--- config.mk ---
export PLATFORM = sky130hd
export DESIGN_NAME = decode_queue
export DESIGN_NICKNAME = d
export VERILOG_FILES = /design/src/rtl/decode_queue.sv
export SDC_FILE = /design/constraint.sdc
export NUM_CORES = 1
export LEC_CHECK = 0
export BUFFER_PORTS_ARGS = -buffer_cell sky130_fd_sc_hd__buf_2
export CORE_MARGIN = 2
export CORE_UTILIZATION = 25
export CTS_BUF_LIST = sky130_fd_sc_hd__clkbuf_8
export CTS_CLUSTER_SIZE = 16
export DETAILED_ROUTE_END_ITERATION = 16
export SYNTH_ARGS = -nofsm -noshare
export SYNTH_HDL_FRONTEND = slang
export SYNTH_SLANG_ARGS = --single-unit
export TNS_END_PERCENT = 1
--- constraint.sdc ---
create_clock -name clk_in -period 20.8 [get_ports clk_in]
set_clock_uncertainty 0.2 [all_clocks]
set_input_delay 1.04 -clock clk_in [delete_from_list [all_inputs] [get_ports clk_in]]
set_output_delay 1.04 -clock clk_in [all_outputs]
set_load 0.1 [all_outputs]
--- src/rtl/decode_queue.sv ---
// decode_queue: registered RV32I decode stage feeding execute through a
// small FIFO. Each accepted word is decoded on entry and only the decoded
// fields plus the PC tag are stored. Supports back-pressure, synchronous
// flush, an explicit illegal flag and an optional PMUL extension.
module decode_queue #(
  parameter int DEPTH       = 2,
  parameter bit ENABLE_PMUL = 1'b1,
  parameter int PC_WIDTH    = 32
) (
  input  logic                    clk_in,
  input  logic                    rst_in,
  input  logic                    flush_in,
  input  logic                    inst_valid_in,
  input  logic [31:0]             inst_in,
  input  logic [PC_WIDTH-1:0]     pc_in,
  output logic                    inst_ready_out,
  output logic                    dec_valid_out,
  input  logic                    dec_ready_in,
  output logic [3:0]              itype_out,
  output logic [3:0]              alu_func_out,
  output logic [2:0]              br_func_out,
  output logic [2:0]              mem_func_out,
  output logic [4:0]              dst_out,
  output logic [4:0]              src1_out,
  output logic [4:0]              src2_out,
  output logic [31:0]             imm_out,
  output logic [PC_WIDTH-1:0]     pc_out,
  output logic                    illegal_out,
  output logic [$clog2(DEPTH):0]  count_out
);

  localparam int PTR_W = $clog2(DEPTH);
  localparam int CNT_W = PTR_W + 1;

  typedef enum logic [3:0] {
    IT_OP = 4'd0, IT_OPIMM = 4'd1, IT_BRANCH = 4'd2, IT_LUI = 4'd3,
    IT_JAL = 4'd4, IT_JALR = 4'd5, IT_LOAD = 4'd6, IT_STORE = 4'd7,
    IT_AUIPC = 4'd8, IT_PMUL = 4'd9, IT_UNSUP = 4'd10
  } itype_e;

  typedef enum logic [3:0] {
    ALU_ADD = 4'd0, ALU_SUB = 4'd1, ALU_AND = 4'd2, ALU_OR = 4'd3,
    ALU_XOR = 4'd4, ALU_SLT = 4'd5, ALU_SLTU = 4'd6, ALU_SLL = 4'd7,
    ALU_SRL = 4'd8, ALU_SRA = 4'd9
  } alu_e;

  typedef enum logic [2:0] {
    BR_EQ = 3'd0, BR_NE = 3'd1, BR_LT = 3'd2, BR_LTU = 3'd3,
    BR_GE = 3'd4, BR_GEU = 3'd5
  } br_e;

  typedef enum logic [2:0] {
    MEM_LW = 3'd0, MEM_LH = 3'd1, MEM_LHU = 3'd2, MEM_LB = 3'd3,
    MEM_LBU = 3'd4, MEM_SW = 3'd5, MEM_SH = 3'd6, MEM_SB = 3'd7
  } mem_e;

  typedef enum logic [2:0] {
    IMM_NONE, IMM_I, IMM_S, IMM_B, IMM_U, IMM_J
  } imm_sel_e;

  typedef struct packed {
    logic [3:0]          itype;
    logic [3:0]          alu;
    logic [2:0]          br;
    logic [2:0]          mem;
    logic [4:0]          dst;
    logic [4:0]          src1;
    logic [4:0]          src2;
    logic [31:0]         imm;
    logic [PC_WIDTH-1:0] pc;
  } entry_t;

  localparam logic [6:0] OPC_OP     = 7'b0110011;
  localparam logic [6:0] OPC_OPIMM  = 7'b0010011;
  localparam logic [6:0] OPC_BRANCH = 7'b1100011;
  localparam logic [6:0] OPC_LUI    = 7'b0110111;
  localparam logic [6:0] OPC_AUIPC  = 7'b0010111;
  localparam logic [6:0] OPC_JAL    = 7'b1101111;
  localparam logic [6:0] OPC_JALR   = 7'b1100111;
  localparam logic [6:0] OPC_LOAD   = 7'b0000011;
  localparam logic [6:0] OPC_STORE  = 7'b0100011;

  // Instruction word fields
  logic [6:0] opcode, funct7;
  logic [2:0] funct3;
  logic [4:0] rd, rs1, rs2;

  assign opcode = inst_in[6:0];
  assign rd     = inst_in[11:7];
  assign funct3 = inst_in[14:12];
  assign rs1    = inst_in[19:15];
  assign rs2    = inst_in[24:20];
  assign funct7 = inst_in[31:25];

  // Sign bit is always inst[31]; B and J immediates have bit 0 cleared
  logic [31:0] imm_i, imm_s, imm_b, imm_u, imm_j;

  assign imm_i = {{20{inst_in[31]}}, inst_in[31:20]};
  assign imm_s = {{20{inst_in[31]}}, inst_in[31:25], inst_in[11:7]};
  assign imm_b = {{19{inst_in[31]}}, inst_in[31], inst_in[7],
                  inst_in[30:25], inst_in[11:8], 1'b0};
  assign imm_u = {inst_in[31:12], 12'b0};
  assign imm_j = {{11{inst_in[31]}}, inst_in[31], inst_in[19:12],
                  inst_in[20], inst_in[30:21], 1'b0};

  itype_e   itype;
  alu_e     alu;
  br_e      br;
  mem_e     mem;
  imm_sel_e imm_sel;

  // Classify the incoming word; anything not recognised falls to Unsupported
  always_comb begin
    itype   = IT_UNSUP;
    alu     = ALU_ADD;
    br      = BR_EQ;
    mem     = MEM_LW;
    imm_sel = IMM_NONE;
    case (opcode)
      OPC_OP: begin
        if (funct7 == 7'b0000000) begin
          itype = IT_OP;
          case (funct3)
            3'b000:  alu = ALU_ADD;
            3'b001:  alu = ALU_SLL;
            3'b010:  alu = ALU_SLT;
            3'b011:  alu = ALU_SLTU;
            3'b100:  alu = ALU_XOR;
            3'b101:  alu = ALU_SRL;
            3'b110:  alu = ALU_OR;
            default: alu = ALU_AND;
          endcase
        end else if (funct7 == 7'b0100000 && funct3 == 3'b000) begin
          itype = IT_OP;
          alu   = ALU_SUB;
        end else if (funct7 == 7'b0100000 && funct3 == 3'b101) begin
          itype = IT_OP;
          alu   = ALU_SRA;
        end else if (ENABLE_PMUL && funct7 == 7'b0000001 && funct3 == 3'b001) begin
          itype = IT_PMUL;
        end
      end
      OPC_OPIMM: begin
        imm_sel = IMM_I;
        itype   = IT_OPIMM;
        case (funct3)
          3'b000: alu = ALU_ADD;
          3'b010: alu = ALU_SLT;
          3'b011: alu = ALU_SLTU;
          3'b100: alu = ALU_XOR;
          3'b110: alu = ALU_OR;
          3'b111: alu = ALU_AND;
          3'b001: begin
            alu = ALU_SLL;
            if (funct7 != 7'b0000000) itype = IT_UNSUP;
          end
          default: begin
            if (funct7 == 7'b0000000)      alu = ALU_SRL;
            else if (funct7 == 7'b0100000) alu = ALU_SRA;
            else                           itype = IT_UNSUP;
          end
        endcase
      end
      OPC_BRANCH: begin
        imm_sel = IMM_B;
        itype   = IT_BRANCH;
        case (funct3)
          3'b000:  br = BR_EQ;
          3'b001:  br = BR_NE;
          3'b100:  br = BR_LT;
          3'b101:  br = BR_GE;
          3'b110:  br = BR_LTU;
          3'b111:  br = BR_GEU;
          default: itype = IT_UNSUP;
        endcase
      end
      OPC_LUI: begin
        itype   = IT_LUI;
        imm_sel = IMM_U;
      end
      OPC_AUIPC: begin
        itype   = IT_AUIPC;
        imm_sel = IMM_U;
      end
      OPC_JAL: begin
        itype   = IT_JAL;
        imm_sel = IMM_J;
      end
      OPC_JALR: begin
        imm_sel = IMM_I;
        if (funct3 == 3'b000) itype = IT_JALR;
      end
      OPC_LOAD: begin
        imm_sel = IMM_I;
        itype   = IT_LOAD;
        case (funct3)
          3'b000:  mem = MEM_LB;
          3'b001:  mem = MEM_LH;
          3'b010:  mem = MEM_LW;
          3'b100:  mem = MEM_LBU;
          3'b101:  mem = MEM_LHU;
          default: itype = IT_UNSUP;
        endcase
      end
      OPC_STORE: begin
        imm_sel = IMM_S;
        itype   = IT_STORE;
        case (funct3)
          3'b000:  mem = MEM_SB;
          3'b001:  mem = MEM_SH;
          3'b010:  mem = MEM_SW;
          default: itype = IT_UNSUP;
        endcase
      end
      default: itype = IT_UNSUP;
    endcase
  end

  entry_t dec_entry;

  // Build the stored entry, zeroing fields the instruction type does not use
  always_comb begin
    dec_entry       = '0;
    dec_entry.itype = itype;
    dec_entry.pc    = pc_in;
    if (itype != IT_UNSUP) begin
      dec_entry.alu = (itype == IT_OP || itype == IT_OPIMM) ? alu : ALU_ADD;
      dec_entry.br  = (itype == IT_BRANCH) ? br : BR_EQ;
      dec_entry.mem = (itype == IT_LOAD || itype == IT_STORE) ? mem : MEM_LW;
      case (imm_sel)
        IMM_I:   dec_entry.imm = imm_i;
        IMM_S:   dec_entry.imm = imm_s;
        IMM_B:   dec_entry.imm = imm_b;
        IMM_U:   dec_entry.imm = imm_u;
        IMM_J:   dec_entry.imm = imm_j;
        default: dec_entry.imm = '0;
      endcase
    end
    if (itype != IT_BRANCH && itype != IT_STORE && itype != IT_UNSUP)
      dec_entry.dst = rd;
    if (itype != IT_LUI && itype != IT_AUIPC && itype != IT_JAL && itype != IT_UNSUP)
      dec_entry.src1 = rs1;
    if (itype == IT_OP || itype == IT_PMUL || itype == IT_BRANCH || itype == IT_STORE)
      dec_entry.src2 = rs2;
  end

  // FIFO state
  entry_t             mem_q [DEPTH];
  logic [PTR_W-1:0]   rd_ptr_q, rd_ptr_d, wr_ptr_q, wr_ptr_d;
  logic [CNT_W-1:0]   count_q, count_d;
  logic               push, pop;

  // Ready depends only on registered occupancy, never on the consumer
  assign inst_ready_out = (count_q < CNT_W'(DEPTH));
  assign dec_valid_out  = (count_q != '0);
  assign count_out      = count_q;

  assign push = inst_valid_in && inst_ready_out && !flush_in;
  assign pop  = dec_valid_out && dec_ready_in && !flush_in;

  // Next-state for pointers and occupancy; flush wins over push/pop
  always_comb begin
    rd_ptr_d = rd_ptr_q;
    wr_ptr_d = wr_ptr_q;
    count_d  = count_q;
    if (flush_in) begin
      rd_ptr_d = '0;
      wr_ptr_d = '0;
      count_d  = '0;
    end else begin
      if (push) wr_ptr_d = wr_ptr_q + PTR_W'(1);
      if (pop)  rd_ptr_d = rd_ptr_q + PTR_W'(1);
      if (push && !pop)      count_d = count_q + CNT_W'(1);
      else if (pop && !push) count_d = count_q - CNT_W'(1);
    end
  end

  // Pointer and occupancy registers
  always_ff @(posedge clk_in or posedge rst_in) begin
    if (rst_in) begin
      rd_ptr_q <= '0;
      wr_ptr_q <= '0;
      count_q  <= '0;
    end else begin
      rd_ptr_q <= rd_ptr_d;
      wr_ptr_q <= wr_ptr_d;
      count_q  <= count_d;
    end
  end

  // Entry storage; contents are only visible while the queue is non-empty
  always_ff @(posedge clk_in) begin
    if (push) mem_q[wr_ptr_q] <= dec_entry;
  end

  entry_t head;

  // Empty queue presents all-zero data so reset and drained states look alike
  assign head = dec_valid_out ? mem_q[rd_ptr_q] : '0;

  assign itype_out    = head.itype;
  assign alu_func_out = head.alu;
  assign br_func_out  = head.br;
  assign mem_func_out = head.mem;
  assign dst_out      = head.dst;
  assign src1_out     = head.src1;
  assign src2_out     = head.src2;
  assign imm_out      = head.imm;
  assign pc_out       = head.pc;
  assign illegal_out  = dec_valid_out && (head.itype == IT_UNSUP);

endmodule

==> metrics.yaml <==
outcome: "finished, final reports clean"
routed-via-count: 5571
final_antenna_net_count: 0
core-area_mm2: 0.0334
slowest_stage: "sky130_fd_sc_hd__dfrtp_4"
maxCapViolCount: 0
period_needed_ns: 4.39
clk_pin_slew_worst_paths_ns: 0.09
grt_start_max_net_pins: 95
synth_enable_flop_cells: 186
antenna_found_initial: 2
synth_common_cells: "sky130_fd_sc_hd__edfxtp_1 (186), sky130_fd_sc_hd__nor2_1 (128), sky130_fd_sc_hd__mux2i_1 (94), sky130_fd_sc_hd__nand2_1 (50), sky130_fd_sc_hd__a21oi_1 (33)"
cts-buffers-inserted: 17
worst_skew_pair.late_latency_ns: 0.47
post_cts_resize_count: 0
layout-area-overhead-vs-synth_pct: 20.1
timing.critical_path.from_type: "flip-flop"
rsz_0062_raised_after_global_routing: "no"
power_report.internal_total_uw: 553
floorplan.rows: 67
tightest_slew_ns: 1.12
fin_util: 0.303
ios: 167
powerDensity_mw_per_mm2: 84.1
postSynth.topFlopCell: "sky130_fd_sc_hd__edfxtp_1"
die_area_mm2: 0.0352
grt_first_pass_wirelength_um: 32100
cpPeakStageDelay_ns: 1.05
synth_cells: 653
synth_most_common_cell: "sky130_fd_sc_hd__edfxtp_1"
critical_path_required_ns: 19.56
viasPerCell: 4.38
synthesis.nets: 722
first_pass_iters: 4
post-route-drc-count: 0
synth_seq_cells: 190
synth.area.top_cells: "sky130_fd_sc_hd__edfxtp_1 (66%), sky130_fd_sc_hd__mux2i_1 (11%), sky130_fd_sc_hd__nor2_1 (5.7%), sky130_fd_sc_hd__nand2_1 (2.2%), sky130_fd_sc_hd__a21oi_1 (2.0%)"
max_slew_margin: 0.254
route.detailed.wl_per_inst_um: 17.0
num-nets-final: 878
seqCellArea_mm2: 0.00569
cts.htree.levels: 4
post-route-period-util: 0.211
synth.yosys.seq_area_share: 0.675
report.final.hold_viol_count: 0
ys_warn_count: 0
worstSetupEndpointType: "primary output"
pwr-share-clk: 0.279
max_clock_freq_mhz: 228
cts.hold.buffers_added: 0
die_h_um: 188
syn_area_per_cell_um2: 12.9
min-delay-path-class: "in -> async"
syn_area_mm2: 0.00843
fp.dieW_um: 188
worstPathCellList: "buf_4 > mux2i_1 > nor2_1 > buf_2"
final.setup.tns_ns: 0
wirelength_um: 21700
clock_tree_from_tritoncts: "done"
ys_async_sr_fraction: 0.0211
post-cts-setup-buffers: 0
synth_largest_area_cell: "sky130_fd_sc_hd__edfxtp_1"
share_seq_of_total_power: 0.516
io_buffer_count: 166
global_route.overflow_total: 0
power.static_leakage_uw: 0.00375
report.final.setup_viol: 0
post_synth_num_cell_types: 51
multi_input_comb_area_mm2: 0.00256
worstSetupPathType: "reg -> out"
drive_above_1_share: 0.260
grt.total_usage: 0.122
clock_tree.buffer_depth: 2
number_of_global_route_vias_before_repair: 5302
filler_cell_count: 3473
initial_core_util: 0.253
gp_congestion: 0.850
numClockSinks: 190
synth_top_area_frac: 0.663
cts-root-buf: "sky130_fd_sc_hd__clkbuf_8"
irDropWorstVdd_mv: 0.0321
switching_share: 0.350
p_switching_uw: 298
final_max_slew_viol_count: 0
detailedPlacementHpwl_um: 14700
crit_arrival_ns: 3.15
pwr-share-comb: 0.205
critPathMaxFanout: 50
dr.first_iter.drc_count: 340
## per-layer routing
layer,vias to the layer above,wire [µm],track usage
li1,2691,-,-
met1,2685,9450,0.155
met2,167,10300,0.197
met3,26,1310,0.0322
met4,2,565,0.0530
met5,-,13,0
## worst paths after layout
check,start,to,slack [ns],cells after the start
min in group clk_in,wr_ptr_q$_DFFE_PP0P_,wr_ptr_q$_DFFE_PP0P_,0.40,2
setup reg to reg,count_out[1]$_DFFE_PP0P_,mem_q[1][41]$_DFFE_PP_,17.99,5
setup / recovery,rd_ptr_q$_DFFE_PP0P_,imm_out[27],16.41,4
max in group asynchronous,rst_in,rd_ptr_q$_DFFE_PP0P_,20.00,2
hold reg to reg,wr_ptr_q$_DFFE_PP0P_,wr_ptr_q$_DFFE_PP0P_,0.40,2
hold / removal,rst_in,rd_ptr_q$_DFFE_PP0P_,0.23,2
## worst max-delay path: cells and delay by family, from the launching register on
family | cells | cell delay [ns]
simple gates | 1 | 0.14
mux | 1 | 0.20
buf+inv | 2 | 1.20
flops | 1 | 1.05
## stage by stage
stage | power [µW] | setup slack (ns) | instances | instance area (µm²) | hold WS (ns)
5_1_grt | 888 | 16.16 | 1270 | 10100 | 0.220
2_1_floorplan | 589 | 11.28 | 653 | 8430 | 0.319
3_5_place_dp | 625 | 16.85 | 1238 | 9730 | 0.372
6_report | 851 | 16.41 | 1272 | 10100 | 0.233
3_3_place_gp | 624 | 16.84 | 1238 | 9730 | 0.354
4_1_cts | 866 | 16.30 | 1270 | 10100 | 0.192
## flip-flops by register name, indices dropped and copies added (netlist names)
signal     flops
mem_q        186
count_out      2
rd_ptr_q       1
wr_ptr_q       1
## kinds of logic after synthesis
logic type | share of synthesized area
buffers and inverters | 0.0242
muxes | 0.112
and+or+nand+nor | 0.136
DFF | 0.675
xor gates and xnor gates | 0.00416
AOI/OAI and AO/OA | 0.0496
## cell usage in the layout, fill, tap and decap left out, types with 8 or more instances in the layout
cell type,n
sky130_fd_sc_hd__a21oi_1,33
sky130_fd_sc_hd__and2_1,8
sky130_fd_sc_hd__buf_2,166
sky130_fd_sc_hd__clkbuf_8,17
sky130_fd_sc_hd__edfxtp_1,186
sky130_fd_sc_hd__inv_1,12
sky130_fd_sc_hd__mux2i_1,94
sky130_fd_sc_hd__nand2_1,50
sky130_fd_sc_hd__nor2_1,127
sky130_fd_sc_hd__nor2b_1,10
sky130_fd_sc_hd__o21ai_0,15
## layout make-up
class / instances / area share
diodes: 2 / 0.000494
clock buffers: 17 / 0.0231
clock inverters: 15 / 0.0148
inverters: 12 / 0.00445
multi-input cells: 415 / 0.253
flip-flops and latches: 190 / 0.562
well taps: 448 / 0.0554
repair buffers: 173 / 0.0873
## power by group through the flow
stage | Clock, µW | Combinational [µW] | Sequential (µW)
floorplan | 0 | 142 | 447
global placement | 0 | 176 | 448
detailed placement | 0 | 177 | 448
CTS | 249 | 177 | 439
global route | 264 | 183 | 441
finish | 237 | 175 | 439
(Power assumes the default switching activity.)
